<file path="config.mk">
export PLATFORM = sky130hd
export DESIGN_NAME = ibex_multdiv_arbiter
export DESIGN_NICKNAME = d
export VERILOG_FILES = /design/src/rtl/ibex_pkg.sv /design/src/rtl/ibex_multdiv_arb_pick.sv /design/src/rtl/ibex_multdiv_arbiter.sv
export SDC_FILE = /design/constraint.sdc
export NUM_CORES = 1
export LEC_CHECK = 0
export BUFFER_PORTS_ARGS = -buffer_cell sky130_fd_sc_hd__buf_4
export CORE_AREA = 2 2 112 114
export DETAILED_ROUTE_END_ITERATION = 8
export DIE_AREA = 0 0 114 116
export PLACE_DENSITY = 0.75
export SLEW_MARGIN = 10
export SYNTH_ARGS = -nofsm -noshare
export SYNTH_HDL_FRONTEND = slang
export SYNTH_HIERARCHICAL = 1
export SYNTH_SLANG_ARGS = --single-unit
</file>
<file path="constraint.sdc">
create_clock -name clk_i -period 5.9 [get_ports clk_i]
set_input_delay 1.475 -clock clk_i [delete_from_list [all_inputs] [get_ports clk_i]]
set_output_delay 1.475 -clock clk_i [all_outputs]
set_load 0.02 [all_outputs]
</file>
<file path="src/rtl/ibex_pkg.sv">
// Shared types for the multiply/divide arbiter.
//   md_op_e           : operator encoding understood by the multdiv unit
//   md_arb_state_e    : arbiter FSM state
package ibex_pkg;

  typedef enum logic [1:0] {
    MD_OP_MULL = 2'd0,
    MD_OP_MULH = 2'd1,
    MD_OP_DIV  = 2'd2,
    MD_OP_REM  = 2'd3
  } md_op_e;

  typedef enum logic {
    ARB_IDLE = 1'b0,
    ARB_BUSY = 1'b1
  } md_arb_state_e;

endpackage

</file>
<file path="src/rtl/ibex_multdiv_arb_pick.sv">
// Two-way request picker.
//   req_i  : request bits, [0]=port0, [1]=port1
//   prio_i : index of the port that wins when both request
//   gnt_o  : one-hot winner (zero when nothing requests)
module ibex_multdiv_arb_pick (
  input  logic [1:0] req_i,
  input  logic       prio_i,
  output logic [1:0] gnt_o
);

  assign gnt_o[0] = req_i[0] & (~req_i[1] | ~prio_i);
  assign gnt_o[1] = req_i[1] & (~req_i[0] |  prio_i);

endmodule

</file>
<file path="src/rtl/ibex_multdiv_arbiter.sv">
// Shares one multdiv unit between two requesters.
// A request is granted combinationally in IDLE; the winner's operation is
// captured and presented to the unit while BUSY, and the result is routed
// back to the owner until it accepts it.
// Ports:
//   clk_i, rst_ni                  : clock, synchronous active-low reset
//   req_i/is_div_i/operator_i/
//   signed_mode_i/op_a_i/op_b_i    : per-requester operation
//   gnt_o, rvalid_o, rready_i      : per-requester handshakes
//   result_o                       : shared result bus
//   md_*_o / md_result_i/md_valid_i: multdiv unit side
//   data_ind_timing_o              : DataIndTiming constant
// Build option: define IBEX_MULTDIV_ARB_RR_EN for round-robin tie breaking;
// otherwise port0 has fixed priority.
module ibex_multdiv_arbiter
  import ibex_pkg::*;
#(
  parameter bit DataIndTiming = 1'b0
) (
  input  logic            clk_i,
  input  logic            rst_ni,
  input  logic [1:0]      req_i,
  input  logic [1:0]      is_div_i,
  input  logic [1:0][1:0] operator_i,
  input  logic [1:0][1:0] signed_mode_i,
  input  logic [1:0][31:0] op_a_i,
  input  logic [1:0][31:0] op_b_i,
  output logic [1:0]      gnt_o,
  output logic [1:0]      rvalid_o,
  input  logic [1:0]      rready_i,
  output logic [31:0]     result_o,
  output logic            md_mult_en_o,
  output logic            md_div_en_o,
  output logic            md_mult_sel_o,
  output logic            md_div_sel_o,
  output logic [1:0]      md_operator_o,
  output logic [1:0]      md_signed_mode_o,
  output logic [31:0]     md_op_a_o,
  output logic [31:0]     md_op_b_o,
  output logic            md_ready_o,
  input  logic [31:0]     md_result_i,
  input  logic            md_valid_i,
  output logic            data_ind_timing_o
);

  md_arb_state_e state_q, state_d;
  logic          owner_q, owner_d;
  logic          is_div_q, is_div_d;
  md_op_e        operator_q, operator_d;
  logic [1:0]    signed_mode_q, signed_mode_d;
  logic [31:0]   op_a_q, op_a_d;
  logic [31:0]   op_b_q, op_b_d;

  logic          prio;
  logic [1:0]    pick_gnt;
  logic          win;
  logic          busy;
  logic          complete;

`ifdef IBEX_MULTDIV_ARB_RR_EN
  // Holds the port that wins the next tie, i.e. the one not granted last.
  logic prio_q, prio_d;
  assign prio = prio_q;
`else
  assign prio = 1'b0;
`endif

  ibex_multdiv_arb_pick u_pick (
    .req_i  (req_i),
    .prio_i (prio),
    .gnt_o  (pick_gnt)
  );

  assign win      = pick_gnt[1];
  assign busy     = (state_q == ARB_BUSY);
  assign complete = busy & md_valid_i & rready_i[owner_q];

  always_comb begin
    state_d       = state_q;
    owner_d       = owner_q;
    is_div_d      = is_div_q;
    operator_d    = operator_q;
    signed_mode_d = signed_mode_q;
    op_a_d        = op_a_q;
    op_b_d        = op_b_q;
`ifdef IBEX_MULTDIV_ARB_RR_EN
    prio_d        = prio_q;
`endif
    gnt_o         = 2'b00;

    case (state_q)
      ARB_IDLE: begin
        // A grant during reset would be lost, so it is suppressed.
        if (rst_ni && (pick_gnt != 2'b00)) begin
          gnt_o         = pick_gnt;
          owner_d       = win;
          is_div_d      = is_div_i[win];
          operator_d    = md_op_e'(operator_i[win]);
          signed_mode_d = signed_mode_i[win];
          op_a_d        = op_a_i[win];
          op_b_d        = op_b_i[win];
`ifdef IBEX_MULTDIV_ARB_RR_EN
          prio_d        = ~win;
`endif
          state_d       = ARB_BUSY;
        end
      end
      ARB_BUSY: begin
        if (complete) state_d = ARB_IDLE;
      end
      default: state_d = ARB_IDLE;
    endcase
  end

  always_ff @(posedge clk_i) begin
    if (!rst_ni) begin
      state_q       <= ARB_IDLE;
      owner_q       <= 1'b0;
      is_div_q      <= 1'b0;
      operator_q    <= MD_OP_MULL;
      signed_mode_q <= 2'b00;
      op_a_q        <= 32'd0;
      op_b_q        <= 32'd0;
`ifdef IBEX_MULTDIV_ARB_RR_EN
      prio_q        <= 1'b0;
`endif
    end else begin
      state_q       <= state_d;
      owner_q       <= owner_d;
      is_div_q      <= is_div_d;
      operator_q    <= operator_d;
      signed_mode_q <= signed_mode_d;
      op_a_q        <= op_a_d;
      op_b_q        <= op_b_d;
`ifdef IBEX_MULTDIV_ARB_RR_EN
      prio_q        <= prio_d;
`endif
    end
  end

  // Unit side is quiet in IDLE so a stray md_valid_i cannot reach anyone.
  assign md_mult_en_o     = busy & ~is_div_q;
  assign md_mult_sel_o    = busy & ~is_div_q;
  assign md_div_en_o      = busy &  is_div_q;
  assign md_div_sel_o     = busy &  is_div_q;
  assign md_operator_o    = busy ? operator_q    : 2'b00;
  assign md_signed_mode_o = busy ? signed_mode_q : 2'b00;
  assign md_op_a_o        = busy ? op_a_q        : 32'd0;
  assign md_op_b_o        = busy ? op_b_q        : 32'd0;
  assign md_ready_o       = busy & rready_i[owner_q];

  assign rvalid_o[0]      = busy & md_valid_i & ~owner_q;
  assign rvalid_o[1]      = busy & md_valid_i &  owner_q;
  assign result_o         = busy ? md_result_i : 32'd0;

  assign data_ind_timing_o = DataIndTiming;

endmodule

</file>
==> impl_metrics.json <==
{
  "outcome": "completed",
  "synthCells": 451,
  "p_per_area_nw_per_um2": 223,
  "cp_slowest_cell": "nor2b_4",
  "fp.coreArea_um2": 11900,
  "num-nets-final": 877,
  "holdPathEnd": "op_b_q[12]",
  "grt_pass1_wl_um": 19600,
  "gp_congestion": 0.781,
  "row_count": 40,
  "hold_start": "op_b_q[12]",
  "areaGrowthSynthToFinish_pct": 58.4,
  "gr-usage-all-layers_pct": 18.3,
  "cts.repair.resized": 0,
  "clock_latency_ns": 0.33,
  "wl_um": 13000,
  "grt_pass1_vias": 4026,
  "design_area_um2": 6580,
  "clkTransAtPathRegs_ns": 0.06,
  "netlist_area_um2": 4150,
  "rr_endpoint": "op_a_q[2]",
  "path_common_cell": "buf_4",
  "portBuffers": 285,
  "layout-drive-gt1-share_pct": 43.8,
  "cts_tree": "done",
  "vias_per_cell": 5.00,
  "synth_cell_types": 22,
  "max_stage_delay_ns": 0.54,
  "hold_depth": 1,
  "start_util_pct": 34.8,
  "drtIter0Drc": 188,
  "max-vdd-ir-drop_v": 0.000101,
  "ys_seq_area_share_pct": 34.2,
  "die_w_um": 114,
  "leakage_nw": 3.84,
  "io_pins": 287,
  "reg2reg_from": "busy",
  "clk_path_buf_depth": 2,
  "fin_skew_ns": 0.00503,
  "period_share_pct": 67.9,
  "worstMarginPinSlew_ns": 1.13,
  "holdCritPathClass": "flip-flop to flip-flop",
  "final_common_cell": "buf_4",
  "cts_made_buffers": 9,
  "finalSetupViolCount": 0,
  "vias": 4264,
  "syn_avg_cell_area_um2": 9.20,
  "ys_warn_count": 6,
  "post-route-drc-count": 0,
  "critical_path_required_ns": 4.43,
  "slew_viol_final": 0,
  "tns_ns": 0,
  "cp_data_arrival_time_ns": 2.53,
  "grt_max_degree": 72,
  "first_pass_iters": 4,
  "die_y_um": 116,
  "worstSetupPathType": "primary input to output port",
  "endpoint_kind": "output port",
  "cap_viol_max_count": 0,
  "gr-total-overflow": 0,
  "diodes": 0,
  "hold_viol_final": 0,
  "start_kind": "primary input",
  "hpwlAfterDp_um": 9380,
  "crit_chain": "buf_4, nor2b_4, and2_1, buf_4",
  "ant_nets": 0,
  "timing.fmax_ghz": 0.250,
  "reg2reg_depth": 4,
  "most-common-layout-cells": "buf_4, and2_1, mux2i_1, dfxtp_1",
  "finalCriticalPeriod_ns": 4.01,
  "ys_seq_elements": 71,
  "postCtsSetupRepairBufs": 0,
  "routedWlPerCell_um": 15.2,
  "rsz0062_at_grt": "no",
  "crit_fanout": 29,
  "postCtsHoldBufs": 0,
  "r2r_slack_ns": 3.24,
  "clock_sinks": 71,
  "antenna_found_initial": 0,
  "htree_levels": 3,
  "ctsRootBufferMaster": "clkbuf_16",
  "dieArea_um2": 13200,
  "slew-limit-headroom_pct": 24.5,
  "placed_area_um2": 6280
}
## synth_stat cells (all sizes together)
cell type / number / area share (%)
and3: 1 / 0.15
inv: 1 / 0.090
dfxtp: 71 / 34
and2: 104 / 16
clkbuf: 30 / 2.7
or2: 1 / 0.15
nor2b: 3 / 0.45
o221a: 1 / 0.27
conb: 1 / 0.090
o21bai: 1 / 0.18
o211a: 69 / 17
mux2i: 70 / 17
nand3: 69 / 8.3
nand2: 2 / 0.18
a21boi: 2 / 0.36
nor2: 1 / 0.090
buf: 24 / 3.4
## worst max-delay path by stage
stage                   from  endpoint  slack (ns)  cells past startpoint
floorplan           req_i[1]  gnt_o[1]        1.92                      4
global placement      rst_ni  gnt_o[1]        1.85                      4
detailed placement    rst_ni  gnt_o[1]        1.87                      4
CTS                   rst_ni  gnt_o[1]        1.86                      4
global route          rst_ni  gnt_o[1]        1.82                      4
finish                rst_ni  gnt_o[1]        1.89                      4
## metal layers
metal / track usage (%) / wire length, um / share of wire, % / vias up
li1: - / - / - / 2093
met2: 31.6 / 6360 / 49 / 172
met3: 4.08 / 958 / 7.4 / 19
met4: 6.42 / 195 / 1.5 / 0
met1: 22.5 / 5460 / 42 / 1980
met5: 0 / 0 / 0 / -
## flip-flops by register name, indices dropped and copies added (netlist names)
signal,flops
is_div_q,1
op_b_q,32
op_a_q,32
operator_q,2
busy,1
owner_q,1
signed_mode_q,2
## worst max-delay path: cells and delay by family
| kind | cells | cell delay [ns] |
|---|---|---|
| AND/OR/NAND/NOR | 2 | 0.81 |
| buffers and inverters | 2 | 0.25 |
## cells by family after synthesis
group / count (synthesis) / share of synthesized area [%]
muxes: 70 / 16.9
AOI/OAI and AO/OA: 73 / 17.5
other: 1 / 0.0904
and+or+nand+nor: 181 / 25.1
buffers and inverters: 55 / 6.24
DFF: 71 / 34.2
## where the power goes
| group | internal, mW | switching, mW | total [mW] |
|---|---|---|---|
| combinational | 0.204 | 0.186 | 0.390 |
| sequential | 0.521 | 0.0249 | 0.546 |
| clock | 0.337 | 0.195 | 0.531 |
| total | 1.06 | 0.406 | 1.47 |
## metrics by stage
stage / utilization (%) / cells / hold WS (ns) / worst slack (ns) / total power, mW
final: 55.2 / 852 / 0.488 / 1.89 / 1.47
after global routing: 55.2 / 852 / 0.502 / 1.82 / 1.54
after floorplan: - / 453 / 0.464 / 1.92 / 0.769
after detailed placement: 52.8 / 836 / 0.479 / 1.87 / 0.950
after global placement: 52.8 / 836 / 0.471 / 1.85 / 0.942
after CTS: 55.2 / 852 / 0.493 / 1.86 / 1.49
## layout make-up
cell class,count,area (um2)
Fill cell,1077,5340
Multi-Input combinational cell,327,2500
Timing Repair Buffer,290,2180
Sequential cell,71,1420
Clock buffer,12,246
Tap cell,147,184
Clock inverter,4,45.0
Inverter,1,3.75
Note: power is estimated with default switching activity, not from simulation.
